**src/rtl/flash_boot_reader.sv**
```systemverilog
// SPI-flash boot reader: wakes the flash after reset, then serves 32-bit
// little-endian word reads using the READ opcode (mode 0, 24-bit address).
module flash_boot_reader #(
    parameter int         CLK_DIV  = 1,
    parameter logic [7:0] WAKE_CMD = 8'hAB,
    parameter logic [7:0] READ_CMD = 8'h03
) (
    input  logic        clock,
    input  logic        resetb,
    input  logic        req_valid,
    output logic        req_ready,
    input  logic [23:0] req_addr,
    output logic        rsp_valid,
    output logic [31:0] rsp_data,
    output logic        flash_csb,
    output logic        flash_clk,
    output logic        flash_io0,
    input  logic        flash_io1
);

    localparam int DW = $clog2(CLK_DIV + 1);
    localparam int GW = $clog2(2 * CLK_DIV + 1);
    localparam logic [DW-1:0] DIV_LAST = DW'(CLK_DIV - 1);
    localparam logic [GW-1:0] GAP_LAST = GW'(2 * CLK_DIV - 1);

    typedef enum logic [2:0] {
        S_WAKE, S_WGAP, S_IDLE, S_CMD, S_ADDR, S_DATA, S_GAP
    } state_e;

    state_e        state_q, state_d;
    logic [DW-1:0] div_q, div_d;
    logic [GW-1:0] gap_q, gap_d;
    logic [5:0]    bit_q, bit_d;
    logic          sck_q, sck_d;
    logic          csb_q, csb_d;
    logic          io0_q, io0_d;
    logic [31:0]   sout_q, sout_d;
    logic [31:0]   sin_q, sin_d;
    logic          rsp_valid_q, rsp_valid_d;
    logic [31:0]   rsp_data_q, rsp_data_d;

    logic shifting, tick, rise, fall, gap_end;
    logic wake_start, accept, frame_end, rsp_first;

    // SCK only runs while a frame is open; csb_q high in WAKE means the
    // wake frame has not started yet.
    assign shifting   = (state_q inside {S_WAKE, S_CMD, S_ADDR, S_DATA}) && !csb_q;
    assign tick       = (div_q == DIV_LAST);
    assign rise       = shifting && tick && !sck_q;
    assign fall       = shifting && tick && sck_q;
    assign gap_end    = (gap_q == GAP_LAST);
    assign wake_start = (state_q == S_WAKE) && csb_q;
    assign accept     = (state_q == S_IDLE) && req_valid;
    assign frame_end  = fall && (((state_q == S_WAKE) && (bit_q == 6'd7)) ||
                                 ((state_q == S_DATA) && (bit_q == 6'd63)));
    assign rsp_first  = (state_q == S_GAP) && (gap_q == '0);

    always_ff @(posedge clock or negedge resetb) begin
        if (!resetb) state_q <= S_WAKE;
        else         state_q <= state_d;
    end

    always_comb begin
        state_d = state_q;
        case (state_q)
            S_WAKE:        if (fall && bit_q == 6'd7)  state_d = S_WGAP;
            S_WGAP, S_GAP: if (gap_end)                state_d = S_IDLE;
            S_IDLE:        if (req_valid)              state_d = S_CMD;
            S_CMD:         if (fall && bit_q == 6'd7)  state_d = S_ADDR;
            S_ADDR:        if (fall && bit_q == 6'd31) state_d = S_DATA;
            S_DATA:        if (fall && bit_q == 6'd63) state_d = S_GAP;
            default:                                   state_d = S_WAKE;
        endcase
    end

    always_comb begin
        req_ready   = (state_q == S_IDLE);
        div_d       = shifting ? (tick ? '0 : div_q + DW'(1)) : '0;
        gap_d       = ((state_q == S_WGAP || state_q == S_GAP) && !gap_end) ? gap_q + GW'(1) : '0;
        sck_d       = (shifting && tick) ? ~sck_q : sck_q;
        csb_d       = csb_q;
        bit_d       = bit_q;
        sout_d      = sout_q;
        sin_d       = sin_q;
        rsp_valid_d = rsp_first;
        rsp_data_d  = rsp_data_q;

        if (wake_start || accept) begin
            csb_d  = 1'b0;
            bit_d  = '0;
            sout_d = wake_start ? {WAKE_CMD, 24'h0} : {READ_CMD, req_addr};
        end else if (fall) begin
            bit_d  = bit_q + 6'd1;
            sout_d = {sout_q[30:0], 1'b0};
            if (frame_end) csb_d = 1'b1;
        end
        if (rise && state_q == S_DATA) sin_d = {sin_q[30:0], flash_io1};
        // Zeros shift in behind the address, so io0 is already low in DATA.
        io0_d = csb_d ? 1'b0 : sout_d[31];
        if (rsp_first) rsp_data_d = {sin_q[7:0], sin_q[15:8], sin_q[23:16], sin_q[31:24]};
    end

    always_ff @(posedge clock or negedge resetb) begin
        if (!resetb) begin
            div_q       <= '0;
            gap_q       <= '0;
            bit_q       <= '0;
            sck_q       <= 1'b0;
            csb_q       <= 1'b1;
            io0_q       <= 1'b0;
            sout_q      <= '0;
            sin_q       <= '0;
            rsp_valid_q <= 1'b0;
            rsp_data_q  <= '0;
        end else begin
            div_q       <= div_d;
            gap_q       <= gap_d;
            bit_q       <= bit_d;
            sck_q       <= sck_d;
            csb_q       <= csb_d;
            io0_q       <= io0_d;
            sout_q      <= sout_d;
            sin_q       <= sin_d;
            rsp_valid_q <= rsp_valid_d;
            rsp_data_q  <= rsp_data_d;
        end
    end

    assign flash_csb = csb_q;
    assign flash_clk = sck_q;
    assign flash_io0 = io0_q;
    assign rsp_valid = rsp_valid_q;
    assign rsp_data  = rsp_data_q;

endmodule

```
**config.mk**
```make
export PLATFORM = sky130hd
export DESIGN_NAME = flash_boot_reader
export DESIGN_NICKNAME = d
export VERILOG_FILES = /design/src/rtl/flash_boot_reader.sv
export SDC_FILE = /design/constraint.sdc
export NUM_CORES = 1
export LEC_CHECK = 0
export CORE_MARGIN = 4
export CORE_UTILIZATION = 28
export DETAILED_ROUTE_END_ITERATION = 6
export GPL_TIMING_DRIVEN = 0
export PLACE_DENSITY = 0.52
export SETUP_SLACK_MARGIN = 0.4
export SYNTH_ARGS = -nofsm -noshare
export SYNTH_HDL_FRONTEND = slang
export SYNTH_SLANG_ARGS = --single-unit
```
**constraint.sdc**
```tcl
create_clock -name clock -period 4.5 [get_ports clock]
set_input_delay 0.9 -clock clock [delete_from_list [all_inputs] [get_ports clock]]
set_output_delay 0.9 -clock clock [all_outputs]
set_load 0.01 [all_outputs]
```
==> impl_metrics.json <==
{
  "status": "finished, final reports clean",
  "via_per_inst": 4.534,
  "synthCells": 379,
  "synth_simple_gate_area_share": 0.08692,
  "ioPinCount": 65,
  "critical-path-max-stage-delay_ns": 0.57,
  "floorplan.die.width_um": 139.2,
  "cp.arrival_ns": 2.05,
  "slew_headroom": 0.5168,
  "max_slew.worst_pin.slew_ns": 0.7066,
  "synth_mux_area_frac": 0.2086,
  "clk_root_buffer_cell": "clkbuf_16",
  "grt_max_degree": 69,
  "dp.final_hpwl_um": 6851,
  "number_of_vias_after_detailed_routing": 3083,
  "ys_top_cells_by_count": "dfrtp_1, mux2_2, nand2_1",
  "post-synth-top-count-cell": "dfrtp_1",
  "cp_top_family": "buffers and inverters",
  "h-tree-depth": 3,
  "register_to_register_setup_slack_ns": 2.08,
  "crit_cells": 4,
  "number_of_filler_cells_placed_in_the_layout": 1654,
  "postSynthRegisterBits": 111,
  "syn_avg_cell_area_sq_um": 12.72,
  "chipHeight_um": 139.2,
  "grt_pass1_vias": 3205,
  "placement.setup.worst_slack_ns": 1.692,
  "power.static_leakage_uw": 0.002762,
  "grt_overflow": 0,
  "maxCapViolations": 0,
  "grt_use_total": 0.1039,
  "hold-path-endpoint": "gap_q[0]",
  "finalCriticalPeriod_ns": 2.954,
  "routed_wirelength_um": 9676,
  "row_count": 47,
  "synth_top_cells_by_area": "dfrtp_1, mux2_2, mux2i_1",
  "worstReg2RegStart": "state_q[1]",
  "fp.dieArea_sq_mm": 0.01939,
  "antenna_found_initial": 0,
  "crit_path_end_kind": "output pin",
  "cts_tree": "built",
  "cp_cell_sequence": "buf_4, clkinv_1, nor3_1, clkdlybuf4s50_1",
  "critPathBufInv": 3,
  "final-hold-violation-count": 0,
  "post_cts_hold_buffer_count": 0,
  "yosys.area_share.adder": 0.01038,
  "layout-area-overhead-vs-synth_pct": 25.51,
  "cts_setup_buffers": 0,
  "combinational_family_with_the_most_area_after_synthesis": "multiplexers",
  "synth-compound-area-share": 0.07369,
  "ir_drop_mv": 0.2185,
  "drive_above_1_share": 0.2196,
  "min-delay-path-class": "flop to flop",
  "wl_per_cell_um": 14.23,
  "finalSetupViolCount": 0,
  "fmax_mhz": 338.5,
  "yosys_warnings": 0,
  "initial_utilization": 0.2887,
  "timing.hold.worst.start": "gap_q[0]",
  "drc_errors": 0,
  "yosys.area.top_type": "dfrtp_1",
  "firstDrtPassIters": 4,
  "cts_resized": 0,
  "placeableCoreArea_sq_mm": 0.01670,
  "synth_top_cell_area_share": 0.5708,
  "clockBufferDepth": 2,
  "worst_r2r_endpoint": "sin_q[3]",
  "crit_share_post_route": 0.6565,
  "setup_ws_ns": 1.546,
  "detail-route-antenna-nets": 0,
  "initialDrtViolationCount": 119,
  "cts_num_sinks": 111,
  "netlist_area_sq_mm": 0.004822,
  "synth.yosys.seq_area_share": 0.5763,
  "final_max_slew_viol_count": 0,
  "port-buffer-count": 64,
  "worst_setup_hold_path_clk_slew_ns": 0.07,
  "worstRegToRegCells": 7,
  "synthFlopType": "dfrtp_1",
  "place_congestion": 0.7362,
  "whs_path_depth": 1,
  "fin_setup_tns_ns": 0,
  "ys_async_sr_fraction": 1.000,
  "cts_inserted_buffers": 9,
  "finished_core_util": 0.3624,
  "setup_repair_after_global_routing_missed_its_margin": "false",
  "synthDistinctLibCells": 57,
  "worst_case_clock_skew_ns": 0.01088,
  "timing.critical_path.from_type": "flop",
  "insertedDiodeCount": 0,
  "max_stage_delay_cell_worst_path": "clkdlybuf4s50_1",
  "synth_nets": 411,
  "crit_type": "flop to output pin",
  "synth_edf_count": 0,
  "synthXorXnorAreaFrac": 0.01245,
  "pwr_density_cell_mw_per_mm2": 543.7,
  "required_ns": 3.60,
  "cp_max_fo": 10,
  "nNetsFinal": 487,
  "insertion_delay_ns": 0.35,
  "first_pass_grt_wire_length_um": 16570
}
cell families after synthesis:
family | count (synthesis)
xor+xnor | 6
flops | 111
mux | 92
compound gates | 53
buf+inv | 30
fa+ha+maj | 4
simple gates | 83
stage by stage:
| step | instances | instance area (sq um) | hold WS (ns) | power, uW |
|---|---|---|---|---|
| finish | 680 | 6052 | 0.4647 | 3291 |
| floorplan | 379 | 4822 | 0.4329 | 2241 |
| global placement | 663 | 5738 | 0.4506 | 2507 |
| detailed placement | 664 | 5763 | 0.4593 | 2545 |
| CTS | 680 | 6052 | 0.4730 | 3338 |
| global route | 680 | 6052 | 0.4776 | 3539 |
worst max path at each step:
| stage | from | end | slack, ns |
|---|---|---|---|
| finish | state_q[1] | req_ready | 1.55 |
| detailed placement | req_valid | state_q[0] | 1.69 |
| floorplan | req_valid | state_q[0] | 2.33 |
| global route | state_q[1] | req_ready | 1.36 |
| global placement | resetb | sout_q[15] | -1.76 |
| CTS | state_q[1] | req_ready | 1.56 |
layout by cell type, fill, tap and decap left out, drive strengths merged, types with 2 or more instances in the layout:
master,count
clkinv,2
nand2b,2
or3b,2
mux2i,27
nand3,6
nor3,3
clkdlybuf4s50,63
dfrtp,110
a21oi,11
or2,2
a211oi,2
and3,2
xnor2,6
mux2,65
nor2,10
clkbuf,16
nand4,2
a31o,2
buf,19
nand3b,2
nor4b,4
o21ai,27
inv,11
ha,4
nand2,40
power breakdown:
part / switching (uW) / total [uW] / internal (uW)
Clock: 375 / 778 / 403
Combinational: 645 / 1200 / 556
Sequential: 118 / 1310 / 1190
routing by layer:
metal  up-vias  track usage  share of wire
li1       1493            -              -
met2        40       0.1555           0.47
met5         -            0              0
met1      1538       0.1484           0.49
met3        12      0.01784          0.020
met4         0      0.04480          0.018
flip-flops by register name (all words and copies together), names as in the netlist, 2 cells and up:
name      cells
rsp_data     32
sin_q        32
sout_q       32
bit_q         6
state_q       3
gap_q         2
cell type report:
cell class                 instances  area, sq um  area share
clock buffer                      11        242.7     0.04011
tap                              220        275.3     0.04548
clock inverter                     5        46.29    0.007649
multi-input combinational        238         1891      0.3124
sequential                       111         2779      0.4592
timing repair buffer              65        665.6      0.1100
inverter                           8        30.03    0.004962
buffer                            22        122.6     0.02026
No activity file was read; power rests on OpenSTA's default activity.
